==> config.mk <==
export PLATFORM = sky130hd
export DESIGN_NAME = dcpu16_mbus_arb
export DESIGN_NICKNAME = d
export VERILOG_FILES = /design/src/rtl/dcpu16_mbus_arb.sv
export SDC_FILE = /design/constraint.sdc
export NUM_CORES = 1
export LEC_CHECK = 0
export CAP_MARGIN = 10
export CORE_ASPECT_RATIO = 1.2
export CORE_MARGIN = 3
export CORE_UTILIZATION = 43
export CTS_BUF_LIST = sky130_fd_sc_hd__clkbuf_2 sky130_fd_sc_hd__clkbuf_4 sky130_fd_sc_hd__clkbuf_8
export CTS_CLUSTER_DIAMETER = 150
export DETAILED_ROUTE_END_ITERATION = 10
export MAX_ROUTING_LAYER = met4
export PLACE_DENSITY = 0.83
export SLEW_MARGIN = 20
export SYNTH_ARGS = -nofsm -noshare
export SYNTH_HDL_FRONTEND = slang
export SYNTH_SLANG_ARGS = --single-unit
==> constraint.sdc <==
create_clock -name clk -period 2.1 [get_ports clk]
set_input_delay 0.42 -clock clk [delete_from_list [all_inputs] [get_ports clk]]
set_output_delay 0.42 -clock clk [all_outputs]
set_load 0.1 [all_outputs]
==> src/rtl/dcpu16_mbus_arb.sv <==
// Round-robin arbiter sharing one Wishbone-style memory port between the
// fetch/store bus and the operand address bus, with a bus watchdog.
module dcpu16_mbus_arb #(
  parameter logic [7:0] TMO = 8'd15
) (
  input  logic        clk,
  input  logic        rst,
  input  logic        fs_stb,
  input  logic        fs_wre,
  input  logic [15:0] fs_adr,
  input  logic [15:0] fs_dto,
  output logic        fs_ack,
  output logic [15:0] fs_dti,
  input  logic        ab_stb,
  input  logic        ab_wre,
  input  logic [15:0] ab_adr,
  input  logic [15:0] ab_dto,
  output logic        ab_ack,
  output logic [15:0] ab_dti,
  output logic        err,
  output logic        ena,
  output logic        wb_cyc_o,
  output logic        wb_stb_o,
  output logic        wb_we_o,
  output logic [15:0] wb_adr_o,
  output logic [15:0] wb_dat_o,
  input  logic [15:0] wb_dat_i,
  input  logic        wb_ack_i
);

  typedef enum logic [1:0] {
    IDLE = 2'd0,
    BUSF = 2'd1,
    BUSA = 2'd2,
    DONE = 2'd3
  } state_t;

  state_t      state_r, state_s;
  logic        last_r, last_s;
  logic [7:0]  cnt_r, cnt_s;
  logic        grant_ab_s;
  logic        cyc_s, we_s, fs_ack_s, ab_ack_s, err_s;
  logic [15:0] adr_s, dat_s, fs_dti_s, ab_dti_s;

  // AB wins when it is the only requester or when FS was served last.
  assign grant_ab_s = ab_stb & (~fs_stb | ~last_r);

  assign ena = (state_r == IDLE) & ~fs_stb & ~ab_stb;

  // Next-state and next-output logic for the arbiter FSM.
  always_comb begin
    state_s  = state_r;
    last_s   = last_r;
    cnt_s    = cnt_r;
    cyc_s    = wb_cyc_o;
    we_s     = wb_we_o;
    adr_s    = wb_adr_o;
    dat_s    = wb_dat_o;
    fs_dti_s = fs_dti;
    ab_dti_s = ab_dti;
    fs_ack_s = 1'b0;
    ab_ack_s = 1'b0;
    err_s    = 1'b0;
    case (state_r)
      IDLE: begin
        if (fs_stb | ab_stb) begin
          cyc_s = 1'b1;
          cnt_s = 8'd0;
          if (grant_ab_s) begin
            adr_s   = ab_adr;
            we_s    = ab_wre;
            dat_s   = ab_dto;
            state_s = BUSA;
          end else begin
            adr_s   = fs_adr;
            we_s    = fs_wre;
            dat_s   = fs_dto;
            state_s = BUSF;
          end
        end else begin
          state_s = IDLE;
        end
      end
      BUSF, BUSA: begin
        // A real ack takes precedence over a watchdog expiry in the same cycle.
        if (wb_ack_i || (cnt_r == TMO - 8'd1)) begin
          cyc_s   = 1'b0;
          err_s   = ~wb_ack_i;
          last_s  = (state_r == BUSA);
          state_s = DONE;
          if (state_r == BUSA) begin
            ab_ack_s = 1'b1;
            if (wb_ack_i && !wb_we_o) begin
              ab_dti_s = wb_dat_i;
            end else begin
              ab_dti_s = ab_dti;
            end
          end else begin
            fs_ack_s = 1'b1;
            if (wb_ack_i && !wb_we_o) begin
              fs_dti_s = wb_dat_i;
            end else begin
              fs_dti_s = fs_dti;
            end
          end
        end else begin
          cnt_s = cnt_r + 8'd1;
        end
      end
      DONE: begin
        state_s = IDLE;
      end
      default: begin
        state_s = IDLE;
      end
    endcase
  end

  // State and registered-output update with synchronous reset.
  always_ff @(posedge clk) begin
    if (rst) begin
      state_r  <= IDLE;
      last_r   <= 1'b0;
      cnt_r    <= 8'd0;
      wb_cyc_o <= 1'b0;
      wb_stb_o <= 1'b0;
      wb_we_o  <= 1'b0;
      wb_adr_o <= 16'h0000;
      wb_dat_o <= 16'h0000;
      fs_dti   <= 16'h0000;
      ab_dti   <= 16'h0000;
      fs_ack   <= 1'b0;
      ab_ack   <= 1'b0;
      err      <= 1'b0;
    end else begin
      state_r  <= state_s;
      last_r   <= last_s;
      cnt_r    <= cnt_s;
      wb_cyc_o <= cyc_s;
      wb_stb_o <= cyc_s;
      wb_we_o  <= we_s;
      wb_adr_o <= adr_s;
      wb_dat_o <= dat_s;
      fs_dti   <= fs_dti_s;
      ab_dti   <= ab_dti_s;
      fs_ack   <= fs_ack_s;
      ab_ack   <= ab_ack_s;
      err      <= err_s;
    end
  end

endmodule
==> summary.md, run 1 <==
| Metric | Value |
|---|---|
| Outcome | finished clean |
| Worst clock skew | around 11 ps |
| Die Area | between 9000 and 10000 um2 |
| GRT overflow | 0 |
| Final Hold Fails | 0 |
| Synthesis-to-finish area growth | 52.28% |
| Die X | just under 90 um |
| DRT Pass-1 Iters | 4 |
| Period utilization | 0.9690 |
| Cell count after synthesis | 389 |
| PwrDens | ~1400 nW/um2 |
| CTS tree | yes |
| Worst Hold Class | reg -> reg |
| Initial antenna violation count | 0 |
| Reg2reg path depth | 6 |
| WL final | between 9000 and 10000 um |
| Sw frac | 0.5378 |
| WP buf/inv | 3 |
| Worst-margin pin slew | between 500 and 600 ps |
| Clock Tree Root | clkbuf_8 |
| Fin. max-slew vios | 0 |
| Register area share after synthesis | 0.4706 |
| Fin nets | 640 |
| Iteration-0 DRC Markers | between 150 and 200 |
| Routed vias | 3337 |
| Critical Path Slowest Stage Cell | or3b_4 |
| Number of port buffers | 157 |
| Worst VDD drop | 0.8801 mV |
| Critical Path AT | around 1600 ps |
| Final Instance Area | ~5200 um2 |
| Net count after synthesis | around 480 |
| Antenna cells | 0 |
| Clock Power Share | 0.140 |
| Fillcell total | ~600 |
| Clock Path Buffers | 2 |
| Crit Path Max Fanout | 3 |
| Final core occ | 0.6922 |
| Worst Hold Depth | 2 |
| Top_reg_cell synth | dfxtp_1 |
| CP peak stage delay | 410 ps |
| Post-synth EDFFs | 0 |
| Cell Rows | 34 |
| #FFs+latches synth | 80 |
| Min Tclk post-route | 2035 ps |
| Initial core utilization | 0.4545 |
| H-tree depth | 3 |
| Vias in the first global route | between 3000 and 4000 |
| YS warnings | 0 |
| Critical path data required time | 1680 ps |
| Wirelength per Cell | between 10 and 15 um |
| Max-capacitance violation count | 0 |
| IO Pins | around 160 |
| Syn Area/Cell | a little under 9 um2 |
| Cell Count Post-Placement | 625 |
| Power, Total | between 7 and 8 mW |
| Fin Setup TNS | 0 ps |
| Critical path type | reg -> out |
| FMAX | 0.4914 GHz |
| Int Pwr | around 3.4 mW |
| Vias per cell | around 5.2 |
| Placed cell areas | 4980 um2 |
| CP top delay family | simple AND/OR/NAND/NOR gates |
| Global-route wire length before repair | 14380 um |
| DP HPWL | 7178 um |
| Sequential Power Share | 0.277 |
| WP depth | 5 |
| GP Congestion | 0.8828 |
| Synth cell types | 40 |
| Ys async rst share | 0 |
| CTS sink count | 80 |
| Largest net degree at the start of global routing | 67 |
| Critical Path Source Type | flop |
| Detail Route Antenna Nets | 0 |
| Layout Cells excl Fill | about 640 |
| Comb power frac | 0.583 |
| Mapped Area | roughly 3400 um2 |
| GRT Util Overall | 0.2072 |
| Hold buffers post-CTS | 0 |
| Static Leak | ~2.1 nW |
| Remaining DRCs | 0 |
| Max-slew headroom | 0.6392 |
| Worst-Skew Late Latency | about 350 ps |
| Setup crit end kind | primary output |
| Setup violators final | 0 |
| Core Area | between 7000 and 8000 um2 |
| Layout cells sized above 1 | 0.2260 |
| Clock slew at reported path FFs | ~90 ps |
| Switching power | slightly below 4 mW |
| Height of the die | 103.5 um |
| CTS buffer count | 9 |
| Crit-path cells | inv_2, ha_2, or3b_4, clkinvlp_4, buf_12 |
synthesized netlist by cell type, drive strengths merged (4+ instances only):
master / count / share of area
nor2: 39 / 0.043
nand2b: 4 / 0.0074
buf: 9 / 0.017
a211oi: 34 / 0.075
o21ai: 5 / 0.0074
nand4: 4 / 0.0074
a21oi: 37 / 0.056
nand2: 73 / 0.081
dfxtp: 80 / 0.47
clkbuf: 20 / 0.022
inv: 9 / 0.0099
ha: 5 / 0.018
nor3: 4 / 0.0059
mux2i: 37 / 0.11
repair_timing:
item | CTS | global route
setup buffers | 0 | 2
pin swaps | 0 | 1
resized for setup | 1 | 5
cloned | 0 | 0
setup endpoints to repair | 1 | 1
metal layers:
metal	global-route usage	up-vias	share of wire
met5	-	-	0
met4	0.07084	0	0.016
met3	0.06577	12	0.10
met2	0.3366	154	0.47
met1	0.2429	1499	0.41
li1	-	1672	-
power groups by stage:
stage	combinational [mW]	sequential, mW	clock [mW]
final	4.29	2.04	1.03
after global routing	4.52	2.08	1.13
after CTS	4.28	2.03	1.04
after detailed placement	4.27	2.07	0
after global placement	4.21	2.05	0
after floorplan	1.17	4.09	0
cells by family (layout without fill, tap and decap cells):
kind of cell,count (synthesis),in the layout,synth area share
simple gates,140,140,0.1816
compound gates,89,89,0.1713
flops,80,80,0.4706
buf+inv,38,202,0.04926
mux,37,37,0.1088
fa+ha+maj,5,5,0.01838
placed cells by master, fill, tap and decap left out, types with 3 or more instances in the layout:
master / instances
buf_4: 87
clkdlybuf4s50_1: 85
dfxtp_1: 78
nand2_1: 73
nor2_1: 38
mux2i_1: 37
a21oi_1: 36
a211oi_1: 34
clkbuf_8: 9
inv_1: 6
o21ai_0: 5
nand2b_1: 4
nand4_1: 4
ha_1: 4
buf_12: 4
nand3_1: 3
nor3_1: 3
clkinv_4: 3
final cells by class:
class | instances | area [um2] | share of cell area
sequential | 80 | 1604 | 0.3095
tap | 90 | 112.6 | 0.02173
timing repair buffer | 177 | 1589 | 0.3066
inverter | 9 | 37.54 | 0.007243
multi-input combinational | 271 | 1659 | 0.3201
clock buffer | 9 | 123.9 | 0.02390
clock inverter | 7 | 56.30 | 0.01086
stage by stage:
step / setup WS (ps) / hold WS (ps)
after floorplan: 67.74 / 455.0
after global placement: 51.65 / 444.8
after detailed placement: 44.40 / 446.8
after CTS: 9.206 / 448.3
after global routing: -3.053 / 477.8
final: 65.16 / 457.3
worst paths after layout:
path | from | endpoint | slack [ps]
worst max register to register | cnt_r[0] | cnt_r[0] | 180
worst min register to register | ab_dti[10] | ab_dti[10] | 460
worst max-delay path | state_r[1] | ena | 70
worst min-delay path | ab_dti[10] | ab_dti[10] | 460
sequential cells by signal, indices dropped and copies added, names as in the netlist:
name / flops
ab_dti: 16
fs_dti: 16
wb_adr_o: 16
wb_dat_o: 16
cnt_r: 8
state_r: 2
ab_ack: 1
err: 1
fs_ack: 1
last_r: 1
wb_stb_o: 1
wb_we_o: 1
worst min-delay path, delay by kind of cell (launching register included):
kind	cells	cell delay [ps]
AOI/OAI and AO/OA	1	50
and+or+nand+nor	1	50
DFF	1	320
Note: power is estimated with default switching activity, not from simulation.
==> inputs of run 2 (changes only) <==
--- a/config.mk
+++ b/config.mk
@@ -8,12 +8,13 @@
 export CAP_MARGIN = 10
 export CORE_ASPECT_RATIO = 1.2
 export CORE_MARGIN = 3
-export CORE_UTILIZATION = 43
+export CORE_UTILIZATION = 46
 export CTS_BUF_LIST = sky130_fd_sc_hd__clkbuf_2 sky130_fd_sc_hd__clkbuf_4 sky130_fd_sc_hd__clkbuf_8
 export CTS_CLUSTER_DIAMETER = 150
 export DETAILED_ROUTE_END_ITERATION = 10
+export GPL_ROUTABILITY_DRIVEN = 1
 export MAX_ROUTING_LAYER = met4
-export PLACE_DENSITY = 0.83
+export PLACE_DENSITY = 0.88
 export SLEW_MARGIN = 20
 export SYNTH_ARGS = -nofsm -noshare
 export SYNTH_HDL_FRONTEND = slang
==> constraint.sdc (replaced) <==
create_clock -name clk -period 2.5 [get_ports clk]
set_input_delay 0.5 -clock clk [delete_from_list [all_inputs] [get_ports clk]]
set_output_delay 0.5 -clock clk [all_outputs]
set_load 0.1 [all_outputs]
==> run 2 against run 1 <==
  * Sequential share of layout area is 0.44 points higher
  * Sequential cell count is the same
  * Wire length shrank 1.4%
  * Worst hold slack improved by 0.81 ps
  * First-iteration DRC count grew 1.8%
  * Clock power fell by 6%
  * Non-clock buffer count is 10 lower
  * Register-to-register slack improved by 420 ps
  * Via count shrank 0.69%
  * Final area fell by 1.6%
  * Critical path depth fell by 1
  * Global-route usage increased by 0.95 points
  * Critical endpoint unchanged
  * Largest power group unchanged
==> summary.md, run 2 (synthesized netlist as in run 1, its figures left out) <==
| Metric | Value |
|---|---|
| RSZ-0062 raised after global routing | no |
| Setup crit end kind | primary output (unchanged) |
| Synthesis-to-finish area growth | 49.89% (was 52.28%) |
| Global-route wire length before repair | 14550 um (was 14380 um) |
| Critical path data required time | 2000 ps (was 1680 ps) |
| GRT Util Overall | 0.2167 (was 0.2072) |
| Critical path type | in -> out (was reg -> out) |
| Worst VDD drop | 0.8218 mV (was 0.8801 mV) |
| Worst Setup EP | ena (unchanged) |
| Max-slew headroom | 0.6081 (was 0.6392) |
| Layout cells sized above 1 | 0.1971 (was 0.2260) |
| Height of the die | 100.2 um (was 103.5 um) |
| PwrDens | 1210 nW/um2 (was 1419 nW/um2) |
| DP HPWL | 6994 um (was 7178 um) |
| CTS tree | yes (unchanged) |
| CTS sink count | 80 (unchanged) |
| Commonest non-fill, non-tap cell in the layout | clkdlybuf4s50_1 (was buf_4) |
| Fin. max-slew vios | 0 (unchanged) |
| Clock Tree Root | clkbuf_8 (unchanged) |
| Iteration-0 DRC Markers | 173 (was 170) |
| R2R Path End | cnt_r[4] (was cnt_r[0]) |
| Fin nets | 630 (was 640) |
| Die X | 84.52 um (was 87.21 um) |
| Wirelength per Cell | 14.52 um (was 14.43 um) |
| Max-capacitance violation count | 0 (unchanged) |
| WL final | 9148 um (was 9278 um) |
| FMAX | about 0.45 GHz |
| Largest net degree at the start of global routing | 67 (unchanged) |
| Hold buffers post-CTS | 0 (unchanged) |
| IO Pins | 158 (unchanged) |
| Vias in the first global route | 3109 (was 3059) |
| Reg2reg path depth | 7 (was 6) |
| Fin Setup TNS | 0 ps (unchanged) |
| Worst clock skew | 17.09 ps (was 11.12 ps) |
| Final Hold Fails | 0 (unchanged) |
| Period utilization | 0.8969 |
| Setup violators final | 0 (unchanged) |
| Area of the multi-input gates | 1652 um2 (was 1659 um2) |
| Min Tclk post-route | ~2200 ps |
| Commonest non-fill, non-tap cells in the layout | clkdlybuf4s50_1 (85), dfxtp_1 (80), buf_4 (78) (was buf_4 (87), clkdlybuf4s50_1 (85), dfxtp_1 (78)) |
| Cell Rows | 33 (was 34) |
| Detail Route Antenna Nets | 0 (unchanged) |
| CTS buffer count | 9 (unchanged) |
| Placed cell areas | 4897 um2 (was 4980 um2) |
| Core Area | 7019 um2 (was 7487 um2) |
| Antenna cells | 0 (unchanged) |
| Fillcell total | 517 (was 601) |
| Worst Hold Class | reg -> reg (unchanged) |
| Initial antenna violation count | 0 (unchanged) |
| Sequential Area | 1602 um2 (was 1604 um2) |
| Number of port buffers | 157 (unchanged) |
| Clock slew at reported path FFs | 80 ps (was 90 ps) |
| Die Area | 8471 um2 (was 9022 um2) |
| Number of gates resized after cts | 0 (was 1) |
| Reg2reg start | state_r[0] (was cnt_r[0]) |
| Worst-Skew Late Latency | 350 ps (about the same) |
| R2R setup slack | 600 ps (was 180 ps) |
| GRT overflow | 0 (unchanged) |
| Outcome | finished clean (unchanged) |
| Crit. Startpoint | fs_stb (was state_r[1]) |
| Final Instance Area | 5101 um2 (was 5182 um2) |
| Worst-margin pin slew | 587.9 ps (was 541.2 ps) |
| Post CTS Setup Buffer Count | 0 (unchanged) |
| Routed vias | 3314 (was 3337) |
| H-tree depth | 3 (unchanged) |
| Critical Path AT | 1740 ps (was 1610 ps) |
| Clock Path Buffers | 2 (unchanged) |
| Critical Path Source Type | primary input (was flop) |
| Crit Path Max Fanout | 4 (was 3) |
| Static Leak | 2.090 nW (was 2.133 nW) |
| Remaining DRCs | 0 (unchanged) |
| Post-Place Setup Slack | 232.9 ps (was 44.40 ps) |
| Initial core utilization | 0.4848 (was 0.4545) |
| DRT Pass-1 Iters | 4 (unchanged) |
| Setup slack after layout | 257.7 ps (was 65.16 ps) |
| GP Congestion | 0.8571 (was 0.8828) |
| Vias per cell | 5.260 (was 5.190) |
-- run 2: cell count changes in the layout (fill, tap and decap cells not counted), sizes merged --
cell	change
bufinv	+1
clkinvlp	+2
clkinv	-3
buf	-10
-- run 2: power by group --
part	internal, mW	switching (mW)	total, mW
clock	0.469	0.500	0.969
combinational	0.861	2.64	3.50
sequential	1.54	0.159	1.70
total	2.87	3.30	6.17
-- run 2: cell type report --
class                           instances  share of cell area
Multi-Input combinational cell        271              0.3238
Sequential cell                        80              0.3140
Timing Repair Buffer                  167              0.2943
Clock buffer                            9             0.02428
Tap cell                               87             0.02134
Clock inverter                          7             0.01570
Inverter                                9            0.006623
-- run 2: stage by stage --
| step | instances | hold WS (ps) | utilization | power, mW |
|---|---|---|---|---|
| after floorplan | 389 | 455.0 | - | 4.414 |
| after global routing | 630 | 485.2 | 0.7267 | 6.461 |
| after CTS | 630 | 461.1 | 0.7267 | 6.207 |
| after global placement | 614 | 442.2 | 0.6977 | 5.185 |
| final | 630 | 458.2 | 0.7267 | 6.175 |
| after detailed placement | 614 | 450.0 | 0.6977 | 5.245 |
-- run 2: per-layer routing --
layer | share of wire | vias to the layer above | global-route usage | wire length (um)
met4 | 0.016 | 0 | 0.08039 | 147
met3 | 0.085 | 16 | 0.05172 | 776
met2 | 0.48 | 162 | 0.3502 | 4348
met1 | 0.42 | 1482 | 0.2636 | 3876
li1 | - | 1654 | - | -
met5 | 0 | - | - | 0
-- run 2: critical path: stages --
cell	delay [ps]
clkdlybuf4s50_1	510
or3b_1	410
inv_1	130
buf_12	190
-- run 2: worst min-delay path by stage --
stage               startpoint   endpoint  depth (start not counted)
CTS                  fs_dti[2]  fs_dti[2]                          2
floorplan               last_r     last_r                          2
global placement     ab_dti[5]  ab_dti[5]                          2
finish               fs_dti[2]  fs_dti[2]                          2
detailed placement   fs_dti[2]  fs_dti[2]                          2
global route         ab_dti[0]  ab_dti[0]                          2
==> inputs of run 3 (changes only) <==
--- a/config.mk
+++ b/config.mk
@@ -5,16 +5,17 @@
 export SDC_FILE = /design/constraint.sdc
 export NUM_CORES = 1
 export LEC_CHECK = 0
+export ABC_AREA = 1
 export CAP_MARGIN = 10
 export CORE_ASPECT_RATIO = 1.2
 export CORE_MARGIN = 3
-export CORE_UTILIZATION = 46
+export CORE_UTILIZATION = 47
 export CTS_BUF_LIST = sky130_fd_sc_hd__clkbuf_2 sky130_fd_sc_hd__clkbuf_4 sky130_fd_sc_hd__clkbuf_8
 export CTS_CLUSTER_DIAMETER = 150
 export DETAILED_ROUTE_END_ITERATION = 10
 export GPL_ROUTABILITY_DRIVEN = 1
 export MAX_ROUTING_LAYER = met4
-export PLACE_DENSITY = 0.88
+export PLACE_DENSITY = 0.89
 export SLEW_MARGIN = 20
 export SYNTH_ARGS = -nofsm -noshare
 export SYNTH_HDL_FRONTEND = slang
==> run 3 against run 2 <==
  * Die area grew 1.9%
  * Total power shrank 1.5%
  * Count of clock-buffer cells in the layout grew 2
  * Critical path depth grew 3
  * Clock skew shrank 11 ps
  * Global-route usage grew 2.4 points
  * Setup slack gained 170 ps
  * First-iteration DRC count grew 21%
  * Critical path type is now reg -> reg
  * Critical endpoint is now fs_dti[4]
==> summary.md, run 3 <==
| Metric | Value |
|---|---|
| Outcome | finished clean (unchanged) |
| Critical Path AT | 2290 ps (was 1740 ps) |
| H-tree depth | 3 (unchanged) |
| Sequential Area | 1602 um2 (unchanged) |
| Clock Tree Root | clkbuf_8 (unchanged) |
| RSZ-0062 raised after global routing | no (unchanged) |
| Top_reg_cell synth | dfxtp_1 (unchanged) |
| Cell Rows | 34 (was 33) |
| Final core occ | 0.7114 (was 0.7267) |
| Placed cell areas | 4971 um2 (was 4897 um2) |
| Fin Setup TNS | 0 ps (unchanged) |
| Period utilization | 0.8308 (was 0.8969) |
| GRT Util Overall | 0.2412 (was 0.2167) |
| Die Area | 8635 um2 (was 8471 um2) |
| Synth cell types | 29 (was 40) |
| Cell count after synthesis | 463 (was 389) |
| Vias per cell | 5.446 (was 5.260) |
| Worst clock skew | 6.053 ps (was 17.09 ps) |
| Core Area | 7274 um2 (was 7019 um2) |
| Layout Cells excl Fill | 702 (was 630) |
| CTS buffer count | 9 (unchanged) |
| Grt met2 use | 0.4115 (was 0.3502) |
| Worst-margin pin slew | 843.5 ps (was 587.9 ps) |
| CTS tree | yes (unchanged) |
| Post CTS Setup Buffer Count | 0 (unchanged) |
| Initial core utilization | 0.4880 (was 0.4848) |
| Synthesis-to-finish area growth | 45.79% (was 49.89%) |
| PwrDens | 1176 nW/um2 (was 1210 nW/um2) |
| IO Pins | 158 (unchanged) |
| Worst Hold Class | reg -> reg (unchanged) |
| Synth area leader | dfxtp_1 (unchanged) |
| Mapped Area | 3550 um2 (was 3403 um2) |
| Clock Path Buffers | 2 (unchanged) |
| Top-count cell post-synth | nand2_1 (was dfxtp_1) |
| Critical path data required time | 2710 ps (was 2000 ps) |
| Busiest grt layer | met2 (unchanged) |
| Largest net degree at the start of global routing | 43 (was 67) |
| Height of the die | 101.2 um (was 100.2 um) |
| Post-Place Setup Slack | 248.7 ps (was 232.9 ps) |
| Area of the multi-input gates | 1684 um2 (was 1652 um2) |
| #FFs+latches synth | 80 (unchanged) |
| Critical Path Source Type | flop (was primary input) |
| Final Instance Area | 5175 um2 (was 5101 um2) |
| Hold buffers post-CTS | 0 (unchanged) |
| FMAX | 0.4815 GHz (was 0.4460 GHz) |
| DRT Pass-1 Iters | 5 (was 4) |
| Number of gates resized after cts | 0 (unchanged) |
| M3 GR Usage | 0.06509 (was 0.05172) |
| Worst-Skew Late Latency | 340 ps (was 350 ps) |
| Register area share after synthesis | 0.4512 (was 0.4706) |
| Fin nets | 698 (was 630) |
| Worst VDD drop | 0.8018 mV (was 0.8218 mV) |
| Routed vias | 3823 (was 3314) |
| Min Tclk post-route | 2077 ps (was 2242 ps) |
| Initial antenna violation count | 1 (was 0) |
| Fillcell total | 599 (was 517) |
| WL final | 10430 um (was 9148 um) |
| Ys async rst share | 0 (unchanged) |
| Number of port buffers | 157 (unchanged) |
| Setup crit end kind | flop (was primary output) |
| Top cell type's share of synthesized area | 0.4512 (was 0.4706) |
| GRT overflow | 0 (unchanged) |
| Critical path type | reg -> reg (was in -> out) |
| Max-slew headroom | 0.4356 (was 0.6081) |
| Fin. max-slew vios | 0 (unchanged) |
| Syn Area/Cell | 7.667 um2 (was 8.749 um2) |
| Clock slew at reported path FFs | 80 ps (about the same) |
| Wirelength per Cell | 14.86 um (was 14.52 um) |
| Remaining DRCs | 0 (unchanged) |
| Power, Total | 6.084 mW (was 6.175 mW) |
| Post-synth EDFFs | 0 (unchanged) |
| Setup slack after layout | 423.0 ps (was 257.7 ps) |
| Detail Route Antenna Nets | 0 (unchanged) |
| Commonest cells post-synth | nand2_1 (108), dfxtp_1 (80), a21oi_1 (61) (was dfxtp_1 (80), nand2_1 (73), nor2_1 (39)) |
| Max-capacitance violation count | 0 (unchanged) |
| Commonest non-fill, non-tap cells in the layout | nand2_1 (108), clkdlybuf4s50_1 (85), buf_4 (81) (was clkdlybuf4s50_1 (85), dfxtp_1 (80), buf_4 (78)) |
| Vias in the first global route | 3582 (was 3109) |
| YS warnings | 0 (unchanged) |
| Hold WS | 465.2 ps (was 458.2 ps) |
| Met1 Use GR | 0.2624 (was 0.2636) |
| Layout cells sized above 1 | 0.1784 (was 0.1971) |
| Net count after synthesis | 555 (was 481) |
| GP Congestion | 0.8297 (was 0.8571) |
| Iteration-0 DRC Markers | 209 (was 173) |
| Commonest non-fill, non-tap cell in the layout | nand2_1 (was clkdlybuf4s50_1) |
| Static Leak | 2.103 nW (was 2.090 nW) |
| CTS sink count | 80 (unchanged) |
| Final Hold Fails | 0 (unchanged) |
| Setup violators final | 0 (unchanged) |
| Cell Count Post-Placement | 685 (was 614) |
| Global-route wire length before repair | 16260 um (was 14550 um) |
| DP HPWL | 7623 um (was 6994 um) |
| Synth area leaders | dfxtp_1 (45%), nand2_1 (11%), a21oi_1 (8.6%) (was dfxtp_1 (47%), mux2i_1 (11%), nand2_1 (8.1%)) |
| Crit Path Max Fanout | 16 (was 4) |
| Die X | 85.33 um (was 84.52 um) |
run 3: kinds of logic after synthesis:
logic type                 share of synthesized area
AOI/OAI and AO/OA                             0.2115
xor gates and xnor gates                    0.002468
adders and majority gates                    0.01762
buffers and inverters                        0.07860
DFF                                           0.4512
and+or+nand+nor                               0.2386
run 3: worst paths after layout:
check	start	endpoint	slack [ps]	cells after the start
hold / removal	wb_adr_o[5]	wb_adr_o[5]	470	2
setup / recovery	cnt_r[0]	fs_dti[4]	420	7
hold reg to reg	wb_adr_o[5]	wb_adr_o[5]	470	2
setup reg to reg	cnt_r[0]	fs_dti[4]	420	7
run 3: layer usage:
layer | part of all wire | up-vias
met5 | 0 | -
met4 | 0.021 | 0
met3 | 0.096 | 18
met2 | 0.50 | 180
met1 | 0.39 | 1756
li1 | - | 1869
run 3: cell type report:
cell class                      instances  area share
Inverter                               23     0.01717
Timing Repair Buffer                  168      0.2868
Clock buffer                           11     0.02805
Multi-Input combinational cell        324      0.3254
Tap cell                               90     0.02176
Sequential cell                        80      0.3095
Antenna cell                            1   0.0004836
Clock inverter                          5     0.01088
run 3: report_power, final:
group	switching (mW)	total, mW	internal, mW
clock	0.461	0.960	0.498
sequential	0.148	1.66	1.51
combinational	2.60	3.47	0.864
run 3: critical path, cell delays in order (launching register included):
cell	delay, ps
dfxtp_1	360
inv_1	110
ha_1	160
nand3_1	120
o21bai_2	620
nand3_4	350
nand2_1	160
a21oi_1	70
